$ cat src/rtl/sbox_sub_bytes.sv
// Sequential AES SubBytes: walks a latched block through a shared byte-wide
// synchronous S-box ROM, one lookup per cycle, and reassembles the result.
//
// state  | meaning
// IDLE   | ready for a new block
// LOOKUP | issuing one ROM address per cycle
// DRAIN  | capturing the last ROM read
// DONE   | result valid, waiting for downstream
module sbox_sub_bytes #(
    parameter int NUM_BYTES   = 16,
    parameter int BYTE_WIDTH  = 8,
    parameter int ROM_LATENCY = 1
) (
    input  logic                             clk_i,
    input  logic                             rst_i,
    input  logic                             s_valid_i,
    output logic                             s_ready_o,
    input  logic [NUM_BYTES*BYTE_WIDTH-1:0]  s_data_i,
    output logic [BYTE_WIDTH-1:0]            rom_addr_o,
    input  logic [BYTE_WIDTH-1:0]            rom_data_i,
    output logic                             m_valid_o,
    input  logic                             m_ready_i,
    output logic [NUM_BYTES*BYTE_WIDTH-1:0]  m_data_o
);

    localparam int DW    = NUM_BYTES * BYTE_WIDTH;
    localparam int IDX_W = (NUM_BYTES > 1) ? $clog2(NUM_BYTES) : 1;
    localparam int DLY_W = ROM_LATENCY * IDX_W;
    localparam logic [IDX_W-1:0]       LAST_IDX = IDX_W'(NUM_BYTES - 1);
    localparam logic [ROM_LATENCY-1:0] CAP_LAST = ROM_LATENCY'(1) << (ROM_LATENCY - 1);

    typedef enum logic [1:0] {
        ST_IDLE   = 2'd0,
        ST_LOOKUP = 2'd1,
        ST_DRAIN  = 2'd2,
        ST_DONE   = 2'd3
    } state_t;

    state_t                 state_q, state_d;
    logic [DW-1:0]          in_q, in_d;
    logic [DW-1:0]          res_q, res_d;
    logic [IDX_W-1:0]       idx_q, idx_d;
    logic [ROM_LATENCY-1:0] cap_q, cap_d;
    logic [DLY_W-1:0]       idx_dly_q, idx_dly_d;
    logic [IDX_W-1:0]       cap_idx;

    always_ff @(posedge clk_i or posedge rst_i) begin
        if (rst_i) begin
            state_q   <= ST_IDLE;
            in_q      <= '0;
            res_q     <= '0;
            idx_q     <= '0;
            cap_q     <= '0;
            idx_dly_q <= '0;
        end else begin
            state_q   <= state_d;
            in_q      <= in_d;
            res_q     <= res_d;
            idx_q     <= idx_d;
            cap_q     <= cap_d;
            idx_dly_q <= idx_dly_d;
        end
    end

    // Capture pipeline tracks which issued index the ROM is returning now.
    assign cap_idx = idx_dly_q[DLY_W-1 -: IDX_W];

    always_comb begin
        state_d    = state_q;
        in_d       = in_q;
        res_d      = res_q;
        idx_d      = idx_q;
        cap_d      = ROM_LATENCY'({cap_q, (state_q == ST_LOOKUP)});
        idx_dly_d  = DLY_W'({idx_dly_q, idx_q});
        s_ready_o  = 1'b0;
        m_valid_o  = 1'b0;
        rom_addr_o = '0;

        if (cap_q[ROM_LATENCY-1]) begin
            res_d[cap_idx*BYTE_WIDTH +: BYTE_WIDTH] = rom_data_i;
        end

        case (state_q)
            ST_IDLE: begin
                s_ready_o = 1'b1;
                if (s_valid_i) begin
                    in_d    = s_data_i;
                    idx_d   = '0;
                    state_d = ST_LOOKUP;
                end
            end
            ST_LOOKUP: begin
                rom_addr_o = in_q[idx_q*BYTE_WIDTH +: BYTE_WIDTH];
                if (idx_q == LAST_IDX) begin
                    state_d = ST_DRAIN;
                end else begin
                    idx_d = idx_q + IDX_W'(1);
                end
            end
            ST_DRAIN: begin
                // Leave once the final outstanding read is being captured.
                if (cap_q == CAP_LAST) begin
                    state_d = ST_DONE;
                end
            end
            ST_DONE: begin
                m_valid_o = 1'b1;
                if (m_ready_i) begin
                    state_d = ST_IDLE;
                end
            end
            default: begin
                state_d = ST_IDLE;
            end
        endcase
    end

    assign m_data_o = res_q;

endmodule

$ cat config.mk
export PLATFORM = sky130hd
export DESIGN_NAME = sbox_sub_bytes
export DESIGN_NICKNAME = d
export VERILOG_FILES = /design/src/rtl/sbox_sub_bytes.sv
export SDC_FILE = /design/constraint.sdc
export NUM_CORES = 1
export LEC_CHECK = 0
export BUFFER_PORTS_ARGS = -buffer_cell sky130_fd_sc_hd__buf_4
export CAP_MARGIN = 20
export CORE_MARGIN = 3
export CORE_UTILIZATION = 40
export DETAILED_ROUTE_END_ITERATION = 8
export GPL_ROUTABILITY_DRIVEN = 0
export GPL_TIMING_DRIVEN = 1
export PLACE_DENSITY_LB_ADDON = 0.15
export SLEW_MARGIN = 5
export SYNTH_ARGS = -nofsm -noshare
export SYNTH_HDL_FRONTEND = slang
export SYNTH_SLANG_ARGS = --single-unit
$ cat constraint.sdc
create_clock -name clk_i -period 11.5 [get_ports clk_i]
set_clock_uncertainty 0.1 [all_clocks]
set_input_delay 1.15 -clock clk_i [delete_from_list [all_inputs] [get_ports clk_i]]
set_output_delay 1.15 -clock clk_i [all_outputs]
set_load 0.02 [all_outputs]
---- Yosys cells after proc, flatten, opt, wreduce, memory -nomap -nowiden ----
Index checks and enable logic that the tools add are counted.
word-level totals
  register bits ........................... 267
  output and inout port bits .............. 138
  word-level logic and storage cells ...... 37
cells by class
  $add $sub $neg .......................... 2
  equal/unequal tests ..................... 9
  shift-type cells ........................ 3
  multiplexer cells ....................... 12
  reduce and logical (&&, ||, !) cells .... 5
operators by type and width
  operator                  count
  $bwmux 128                1
  $shift 8x34->128 const A  1
  $shiftx 128x8->8          1
  $shiftx 8x34->128         1
  $neg 7->34                1
  $mux 2                    4
  $mux 4                    2
  $mux 8                    1
  $ne 2x2->1 const B        4
  $pmux 2 s4                1
  $pmux 4 s2                1
  $add 4x1->4 const B       1
  $eq 2x2->1 const B        2
  $eq 4x4->1 const B        1
  $reduce_and 4->1          1
  $reduce_and 3->1          1
  $eq 2x1->1 const B        1
  $logic_not 2->1           1
  $mux 1                    2
  $ne 2x1->1 const B        1
  $reduce_and 2->1          1
  $reduce_bool 2->1         1

---- Depth between registers and ports, before layout ----
  word-level depth ........................ 3
  depth in mapped cells ................... 9

---- Least setup slack after synthesis ----
Ideal clock, no wire load.
  kind .................................... register -> output
  from .................................... reg idx_q[2], in the netlist idx_dly_d[2]
  to ...................................... out rom_addr_o[0]
  arrival ................................. 1,762 ps
  slack ................................... 8,488 ps
  stages on the path, launching flop included .. 6
  path buffers ............................ 2
  cell sequence ........................... dfrtp_1 buf_1 buf_1 mux4_2 o21ai_0 o21ai_0
between the ends
  cells in the longest elaborated chain, start to end .. 2
ends and longest elaborated chain
  what                    line  text
  start, declared         42    logic [IDX_W-1:0] idx_q, idx_d;
  start signal, assigned  59    idx_q <= idx_d;
  $shiftx 128x8->8        93    rom_addr_o = in_q[idx_q*BYTE_WIDTH +: BYTE_WIDTH];
  $mux 8                  83    case (state_q)
  end, declared           19    output logic [BYTE_WIDTH-1:0] rom_addr_o,
Every way passes these cells.

---- Final worst setup path ----
  from .................................... reg idx_q[0], in the netlist idx_dly_d[0]
  to ...................................... out rom_addr_o[3]
The elaborated chain is that of the path after synthesis.

==> metrics.csv <==
metric;value;unit
diodes;0;
use_met2;30.3;%
initial_core_util;41.3;%
seq_area_frac_synth;57.3;%
crit_slowest_cell;dfrtp_2;
clkTransAtPathRegs;60;ps
first_iter_violations;335;
arrival;2850;ps
insertion_delay;540;ps
io_pins;278;
grt.total_usage;18.4;%
synth_edf_count;0;
hold_buffers;0;
worst-setup-path-type;register to output port;
fin_setup_tns;0;ps
pwr-share-comb;30.5;%
leakage;7.42;nW
synth-async-reset-ratio;100;%
yosysUniqueCellTypes;47;
layout_common_cells;buf_4 (281), dfrtp_1 (265), mux2_2 (204), mux2_1 (45), mux2i_1 (32);
cts_max_level;1;
final_common_cell;buf_4;
rows;61;
dr.pass1.iters;4;
synth_compound_area_share;2.95;%
clock_sinks;267;
swShare;31.2;%
grt_pass1_vias;7790;
ant_nets;0;
crit_top_cell;o21ai_0;
rsz0062_at_grt;no;
fin_crit;4100;ps
root_buffer;clkbuf_16;
clock_power_share;28.0;%
seq_power_share;41.4;%
synth.mux.area_fraction;31.5;%
end_kind;output port;
grt-busiest-layer;met2;
dpl.hpwl;21000;µm
postRouteWirelength;29500;µm
synth_area;0.0117;mm²
synthCells;798;
grtUsageMet1;24.3;%
grtUsageMet3;5.86;%
detail_route.wl_per_cell;20.0;µm
synthSimpleGateAreaFrac;5.34;%
worst-endpoint-required;10250;ps
gr-total-overflow;0;
hold_viol;0;
antenna_found_initial;1;
finalSetupViolCount;0;
remaining_drc_errors;0;
cts_resized;0;
power_switching;1.06;mW
fmaxAchievable;0.244;GHz
synth_top_cell_area_share;57.3;%
startpoint_type;register;
yosys.area_share.xor_xnor;0.139;%
worstMarginPinSlew;1050;ps
power;3.38;mW
die_w;177;µm
syn_avg_cell_area;14.6;µm²
grt_max_degree;146;
ir_worst_vdd;0.132;mV
routed_via_density;5.14;
critPathMaxStageDelay;970;ps
p_int;2.33;mW
period_share;35.7;%
synth-main-ff-cell;dfrtp_1;
dieArea;0.0312;mm²
synth_fa_ha_area_share;0.751;%
path_max_fanout;33;
die_h;177;µm
cts_setup_buffers;0;
syn_nets;945;
path_cells;nor2b_1 -> a221oi_1 -> o21ai_0 -> o21ai_0 -> buf_4;
cts_buffers;29;
area_growth;29.3;%
clock_path_buffers;3;
cap_violations;0;
synth.largest_area_cell;dfrtp_1;
layout.nets;1220;
power_density;224;mW/mm²
slew_headroom;29.8;%
cts_tree;built;
n_fill_cell;2476;
ys_warn_count;0;
synth_top_family_by_area;multiplexers;
outcome;finished, final reports clean;
coreArea;0.0282;mm²
synth-seq-cells;267;
min_path_type;register to register;
yosys-top-cells-area;dfrtp_1 (57%), mux2_2 (20%), mux4_2 (4.6%), mux2_1 (4.3%), mux2i_1 (2.7%);
drive_gt1_share;53.0;%
io_buffers;277;
vias;7576;
maxSlewViolCount;0;
grt_first_pass_wirelength;45400;µm
-- Yosys cell counts (2+ instances only) --
master / n
inv_1: 14
nor2b_1: 9
o21ai_0: 23
mux2i_1: 32
inv_2: 2
dfrtp_1: 267
mux2_2: 204
clkbuf_1: 21
buf_2: 8
nand2b_1: 7
mux4_2: 24
nor3_2: 2
a221oi_1: 8
a21oi_1: 4
nor2_1: 20
and3_1: 16
nand2_1: 21
and2_1: 11
buf_1: 6
nand3_1: 11
or3_1: 3
ha_1: 7
a22oi_1: 2
nand2_4: 4
mux2_1: 45
nor3_1: 5
buf_6: 2
-- power by group through the flow --
stage	Combinational, mW	Clock (mW)	Sequential [mW]
2_1_floorplan	0.770	0	1.37
3_3_place_gp	1.03	0	1.42
3_5_place_dp	1.04	0	1.42
4_1_cts	1.05	0.976	1.41
5_1_grt	1.12	1.01	1.44
6_report	1.03	0.949	1.40
-- critical path: cells and delay by family, from the launching register on --
family	cells	cell delay (ps)
flip-flops	1	970
AO/OA/AOI/OAI	3	590
AND/OR/NAND/NOR	1	560
buffers and inverters	1	190
-- worst paths after layout --
kind                              start            end  slack [ps]  depth (start not counted)
max in group asynchronous         rst_i  m_data_o[115]        9050                          3
min in group asynchronous         rst_i       in_q[12]         750                          2
min reg2reg                m_data_o[54]   m_data_o[54]         390                          1
max reg2reg                  cap_idx[0]   m_data_o[42]        8140                          6
min                        m_data_o[54]   m_data_o[54]         390                          1
max                        idx_dly_d[0]  rom_addr_o[3]        7400                          5
-- cell type report --
type,count,area [µm²],area share [%]
clock buffers,37,836,5.54
multi-input cells,477,4760,31.5
flip-flops and latches,267,6680,44.3
inverters,16,67.6,0.448
repair buffers,282,2110,14.0
clock inverters,16,150,0.995
well taps,378,473,3.14
-- flip-flops by register name, indices dropped and copies added, names as in the netlist --
| name | count |
|---|---|
| in_q | 128 |
| m_data_o | 128 |
| cap_idx | 4 |
| idx_dly_d | 4 |
| state_q | 2 |
| cap_q | 1 |
-- metrics by stage --
stage / instance area (µm²) / instances / worst slack [ps] / util [%] / hold WS [ps]
6_report: 15100 / 1473 / 7400 / 53.4 / 389
5_1_grt: 15100 / 1473 / 7210 / 53.4 / 407
4_1_cts: 15100 / 1472 / 7340 / 53.4 / 394
3_5_place_dp: 14100 / 1419 / 7930 / 49.9 / 380
3_3_place_gp: 14100 / 1419 / 7940 / 49.9 / 375
2_1_floorplan: 11700 / 798 / 2900 / - / 249
-- per-layer routing --
layer	wire length, µm	up-vias	part of all wire [%]
met2	14200	234	48
met1	12400	3842	42
li1	-	3461	-
met3	2410	39	8.1
met4	498	0	1.7
met5	0	-	0
-- cells by family after synthesis --
| kind of cell | count (synthesis) |
|---|---|
| compound gates | 49 |
| flops | 267 |
| mux | 306 |
| simple gates | 114 |
| buf+inv | 54 |
| xor+xnor | 1 |
| fa+ha+maj | 7 |
Power figures use the tool's default switching activity.
